[src/rtl/fc_pkg.sv]
// Shared definitions for the FC argmax output stage.
//   - FSM state encoding (IDLE / SCAN / SEND)
//   - Result word layout on the AXI4-Stream port: [15:0] index, [31:16] score
package fc_pkg;

  typedef enum logic [1:0] {
    IDLE = 2'd0,
    SCAN = 2'd1,
    SEND = 2'd2
  } fc_state_e;

  localparam int AXIS_DATA_W = 32;
  localparam int RES_IDX_LSB = 0;
  localparam int RES_IDX_W   = 16;
  localparam int RES_VAL_LSB = 16;
  localparam int RES_VAL_W   = 16;

  // Packed so that val lands in [31:16] and idx in [15:0].
  typedef struct packed {
    logic [RES_VAL_W-1:0] val;
    logic [RES_IDX_W-1:0] idx;
  } fc_res_t;

endpackage

[src/rtl/fc_argmax_cmp.sv]
// Combinational DATA_WIDTH-bit greater-than used by the argmax scan.
// Macro FC_ARGMAX_SIGNED_EN selects two's-complement comparison;
// otherwise operands are unsigned.
// Ports:
//   a, b : operands
//   gt   : 1 when a > b
module fc_argmax_cmp #(
  parameter int DATA_WIDTH = 4
) (
  input  logic [DATA_WIDTH-1:0] a,
  input  logic [DATA_WIDTH-1:0] b,
  output logic                  gt
);

`ifdef FC_ARGMAX_SIGNED_EN
  assign gt = $signed(a) > $signed(b);
`else
  assign gt = a > b;
`endif

endmodule

[src/rtl/fc_argmax_axis.sv]
// FC argmax output stage. Captures the flat score vector on fc_fin_valid,
// scans one element per cycle for the maximum (ties keep the lower index),
// then presents {score, index} as a single AXI4-Stream beat.
// Macro FC_ARGMAX_SIGNED_EN: signed scores, sign-extended score field.
// Ports:
//   axi_clk, axi_reset_n : clock, async active-low reset
//   fc_fin_valid, fc_out : result strobe and score vector
//   m_axis_valid/data/ready : AXI4-Stream master
//   busy    : state != IDLE
//   overrun : sticky, a frame arrived while one was in flight
module fc_argmax_axis
  import fc_pkg::*;
#(
  parameter int DATA_WIDTH      = 4,
  parameter int OUT_LAYER_WIDTH = 4
) (
  input  logic                                  axi_clk,
  input  logic                                  axi_reset_n,
  input  logic                                  fc_fin_valid,
  input  logic [DATA_WIDTH*OUT_LAYER_WIDTH-1:0] fc_out,
  output logic                                  m_axis_valid,
  output logic [AXIS_DATA_W-1:0]                m_axis_data,
  input  logic                                  m_axis_ready,
  output logic                                  busy,
  output logic                                  overrun
);

  localparam int VEC_W = DATA_WIDTH * OUT_LAYER_WIDTH;
  localparam int IDX_W = (OUT_LAYER_WIDTH > 1) ? $clog2(OUT_LAYER_WIDTH) : 1;
  localparam logic [IDX_W-1:0] LAST_IDX = IDX_W'(OUT_LAYER_WIDTH - 1);

  fc_state_e             state_q, state_d;
  logic [VEC_W-1:0]      vec_q, vec_d;
  logic [IDX_W-1:0]      cnt_q, cnt_d;
  logic [IDX_W-1:0]      best_idx_q, best_idx_d;
  logic [DATA_WIDTH-1:0] best_val_q, best_val_d;
  logic                  valid_q, valid_d;
  fc_res_t               data_q, data_d;
  logic                  overrun_q, overrun_d;

  logic [DATA_WIDTH-1:0] cur_el, el0, scan_val;
  logic [IDX_W-1:0]      scan_idx;
  logic                  gt, hs, capture;

  assign cur_el = vec_q[int'(cnt_q)*DATA_WIDTH +: DATA_WIDTH];
  assign el0    = fc_out[DATA_WIDTH-1:0];

  fc_argmax_cmp #(.DATA_WIDTH(DATA_WIDTH)) u_cmp (
    .a  (cur_el),
    .b  (best_val_q),
    .gt (gt)
  );

  // Strict > so an equal later element never displaces the earlier one.
  assign scan_val = gt ? cur_el : best_val_q;
  assign scan_idx = gt ? cnt_q  : best_idx_q;

  assign hs      = valid_q & m_axis_ready;
  assign capture = fc_fin_valid & ((state_q == IDLE) | ((state_q == SEND) & hs));

  function automatic fc_res_t pack_res(input logic [DATA_WIDTH-1:0] v,
                                       input logic [IDX_W-1:0]      i);
    fc_res_t r;
`ifdef FC_ARGMAX_SIGNED_EN
    r.val = RES_VAL_W'($signed(v));
`else
    r.val = RES_VAL_W'(v);
`endif
    r.idx = RES_IDX_W'(i);
    return r;
  endfunction

  always_comb begin
    state_d    = state_q;
    vec_d      = vec_q;
    cnt_d      = cnt_q;
    best_idx_d = best_idx_q;
    best_val_d = best_val_q;
    valid_d    = valid_q;
    data_d     = data_q;
    overrun_d  = overrun_q;

    case (state_q)
      IDLE: ;
      SCAN: begin
        best_val_d = scan_val;
        best_idx_d = scan_idx;
        cnt_d      = cnt_q + 1'b1;
        if (cnt_q == LAST_IDX) begin
          state_d = SEND;
          valid_d = 1'b1;
          data_d  = pack_res(scan_val, scan_idx);
        end
        if (fc_fin_valid) overrun_d = 1'b1;
      end
      SEND: begin
        if (hs) begin
          state_d = IDLE;
          valid_d = 1'b0;
        end else if (fc_fin_valid) begin
          overrun_d = 1'b1;
        end
      end
      default: state_d = IDLE;
    endcase

    // Capture overrides the IDLE/SEND defaults above; a single-element
    // vector needs no scan and goes straight to SEND.
    if (capture) begin
      vec_d      = fc_out;
      best_val_d = el0;
      best_idx_d = '0;
      cnt_d      = IDX_W'(1);
      if (OUT_LAYER_WIDTH == 1) begin
        state_d = SEND;
        valid_d = 1'b1;
        data_d  = pack_res(el0, '0);
      end else begin
        state_d = SCAN;
        valid_d = 1'b0;
      end
    end
  end

  always_ff @(posedge axi_clk or negedge axi_reset_n) begin
    if (!axi_reset_n) begin
      state_q    <= IDLE;
      vec_q      <= '0;
      cnt_q      <= '0;
      best_idx_q <= '0;
      best_val_q <= '0;
      valid_q    <= 1'b0;
      data_q     <= '0;
      overrun_q  <= 1'b0;
    end else begin
      state_q    <= state_d;
      vec_q      <= vec_d;
      cnt_q      <= cnt_d;
      best_idx_q <= best_idx_d;
      best_val_q <= best_val_d;
      valid_q    <= valid_d;
      data_q     <= data_d;
      overrun_q  <= overrun_d;
    end
  end

  assign m_axis_valid = valid_q;
  assign m_axis_data  = data_q;
  assign busy         = (state_q != IDLE);
  assign overrun      = overrun_q;

endmodule

[config.mk]
export PLATFORM = sky130hd
export DESIGN_NAME = fc_argmax_axis
export DESIGN_NICKNAME = d
export VERILOG_FILES = /design/src/rtl/fc_pkg.sv /design/src/rtl/fc_argmax_cmp.sv /design/src/rtl/fc_argmax_axis.sv
export SDC_FILE = /design/constraint.sdc
export NUM_CORES = 1
export LEC_CHECK = 0
export CAP_MARGIN = 20
export CORE_ASPECT_RATIO = 2
export CORE_MARGIN = 2
export CORE_UTILIZATION = 51
export CTS_CLUSTER_DIAMETER = 100
export DETAILED_ROUTE_END_ITERATION = 7
export HOLD_SLACK_MARGIN = 0.02
export PLACE_DENSITY = 0.95
export SETUP_SLACK_MARGIN = 0.15
export SLEW_MARGIN = 5
export SYNTH_ARGS = -nofsm -noshare
export SYNTH_HDL_FRONTEND = slang
export SYNTH_SLANG_ARGS = --single-unit
[constraint.sdc]
create_clock -name axi_clk -period 4.3 [get_ports axi_clk]
set_clock_uncertainty 0.15 [all_clocks]
set_input_delay 0.86 -clock axi_clk [delete_from_list [all_inputs] [get_ports axi_clk]]
set_output_delay 0.86 -clock axi_clk [all_outputs]
set_load 0.005 [all_outputs]
==> flow_summary.yaml <==
synth:
  synth_area_leaders: "dfrtp_1 (45%), nand2_1 (12%), buf_4 (10%)"
  ys.flop_type: "dfrtp_1"
  yosys.area.top_type: "dfrtp_1"
  avgSynthCellArea_sq_um: 9.43
  synth_common_cells: "nand2_1 (60), dfrtp_1 (34), buf_4 (26)"
  syn_inst: 202
  ys.warnings.count: 0
  yosysUniqueCellTypes: 38
  synth_top_area_share_pct: 44.6
  seq_area_frac_synth_pct: 44.6
  synth.ff_latch_count: 34
  syn_area_sq_mm: 0.00191
  async_flop_share_pct: 100
  synth_edf_count: 0
  yosysMostFrequentCell: "nand2_1"
clock_network:
  h-tree-depth: 2
  clock-sinks: 34
  numCtsBuffers: 5
  cts_setup_buffers: 0
  cts_root_buf: "clkbuf_8"
  clock_path_buffers: 2
  postCtsHoldBufs: 0
  clock_latency_ns: 0.29
  cts.repair.resized: 0
  cts_tree: "built"
  clk_pin_slew_worst_paths_ns: 0.06
sta:
  finalCritPeriodShare_pct: 74.0
  worstMarginPinSlew_ns: 0.802
  setup_viol: 0
  drv_slew: 0
  hold_viol: 0
  rsz0062_at_grt: "no"
  min_period_ns: 3.18
  relSlewSlack_pct: 46.4
  max_clock_freq_ghz: 0.314
  setup_tns_ns: 0
critical_path:
  worstSetupStartpointType: "register"
  critPathCaptureType: "register"
  crit_arrival_ns: 3.16
  worst_path_max_delay_cell: "mux4_1"
  worstPathCellList: "mux4_1, ha_1, a211oi_1, nand2_1, a31oi_1, a221oi_1"
  cp_max_fo: 8
  worstSetupPathType: "register to register"
  cp.required_ns: 4.28
  slowest_delay_ns: 0.66
floorplanning:
  die_h_microns: 90.4
  io_pins: 55
  dieWidth_microns: 47.2
  start_util_pct: 52.8
  fp-row-count: 31
  core-area_sq_mm: 0.00361
  die_area_sq_mm: 0.00427
detailed_routing:
  drc: 0
  routed_wl_mm: 3.56
  vias: 1415
  post_drt_via_cell_ratio: 5.07
  ant_nets: 0
  first_pass_iters: 5
  drtIter0Drc: 37
  wl_per_cell_microns: 12.8
power:
  p_total_mw: 1.65
  power.density_mw_per_mm2: 752
  leakagePower_nw: 1.09
  vdd_drop_max_v: 0.000540
global_route:
  grt_overflow: 0
  antenna_found_initial: 0
  grt_pass1_vias: 1331
  grt_max_degree: 35
  grt.total_usage_pct: 18.5
  grt_pass1_wl_mm: 5.75
placement:
  port_buffers: 28
  dp_cells: 271
  placement.cell_area_sq_mm: 0.00210
  globalplace.congestion: 0.815
  dp_hpwl_mm: 2.67
finish:
  finish.net_count: 254
  multi_input_area_sq_um: 867
  drive_above_1_share_pct: 6.96
  diodes: 0
  final.fill_count: 328
  fin_util_pct: 60.7
  fin_area_sq_mm: 0.00219
  syn_to_final_growth_pct: 14.8
  register_area_sq_um: 851
  stdcell_count: 279
worst_hold_path:
  hold_class: "register to register"
outcome:
  status: "finished clean"
run:
  drv_cap: 0
-- worst paths after layout --
check,from,to,slack (ns),depth (start not counted)
setup reg to reg,cnt_q[0],best_val_q[3],1.12,6
hold / removal,overrun,overrun,0.31,1
setup / recovery,cnt_q[0],best_val_q[3],1.12,6
max in group asynchronous,axi_reset_n,vec_q[4],2.87,2
hold reg to reg,overrun,overrun,0.31,1
min in group asynchronous,axi_reset_n,m_axis_valid,0.82,2
-- worst max-delay path, delay by kind of cell, from the launching register on --
| family | cells | cell delay (ns) |
|---|---|---|
| and+or+nand+nor | 1 | 0.22 |
| AOI/OAI and AO/OA | 3 | 1.09 |
| DFF | 1 | 0.55 |
| muxes | 1 | 0.66 |
| adders and majority gates | 1 | 0.35 |
-- metal layers --
| layer | part of all wire, % | wire length, microns | GRT usage, % |
|---|---|---|---|
| met1 | 36 | 1290 | 19.1 |
| met2 | 55 | 1960 | 30.9 |
| met3 | 5.6 | 200 | 4.80 |
| met4 | 3.2 | 114 | 10.4 |
| met5 | 0 | 0 | 0 |
-- per-stage QoR --
| step | hold WS, ns | setup slack, ns |
|---|---|---|
| 6_report | 0.306 | 1.12 |
| 3_5_place_dp | 0.298 | 1.23 |
| 3_3_place_gp | 0.297 | 1.35 |
| 5_1_grt | 0.323 | 1.08 |
| 4_1_cts | 0.312 | 1.21 |
| 2_1_floorplan | 0.287 | 1.58 |
-- layout make-up --
cell class	instances	area share [%]
multi-input cells	151	39.6
clock buffers	7	3.95
clock inverters	1	0.229
flip-flops and latches	34	38.9
inverters	8	1.37
well taps	49	2.80
repair buffers	29	13.2
-- registers in the layout, summed over array words and instances, names as in the netlist --
signal and flops:
best_idx_q 2, best_val_q 4, cnt_q 2, m_axis_data 6, m_axis_valid 1, overrun 1, state_q 2, vec_q 16
-- cells by family (layout without fill, tap and decap cells) --
family                   count (synthesis)  after routing  share of synthesized area, %
AO/OA/AOI/OAI                           22             22                          9.26
adder cells (fa/ha/maj)                  5              5                          3.28
buffers and inverters                   42             45                          14.8
flip-flops                              34             34                          44.6
multiplexers                             7              7                          6.50
other                                    1             26                         0.197
AND/OR/NAND/NOR                         91             91                          21.3
-- report_power, final --
group          internal (mW)  switching (mW)  total [mW]  leakage [nW]
Combinational          0.351           0.469       0.820         0.622
Sequential             0.468           0.117       0.585         0.415
Clock                  0.129           0.111       0.240        0.0482
Total                  0.948           0.697        1.65          1.09
-- cells in the final DEF, fill, tap and decap left out, types with 2 or more instances in the layout --
master	Yosys	layout
nand2_1	60	60
dfrtp_1	34	34
clkdlybuf4s50_1	0	28
conb_1	1	26
inv_1	8	8
nor2_1	7	7
o211ai_1	6	6
nand3_1	6	6
clkbuf_8	0	6
nand4_1	5	5
ha_1	5	5
a221oi_1	4	4
o21ai_0	4	4
mux4_1	3	3
mux2i_1	3	3
or2_2	2	2
nand3b_1	2	2
and2_1	2	2
Note: power is estimated with default switching activity, not from simulation.
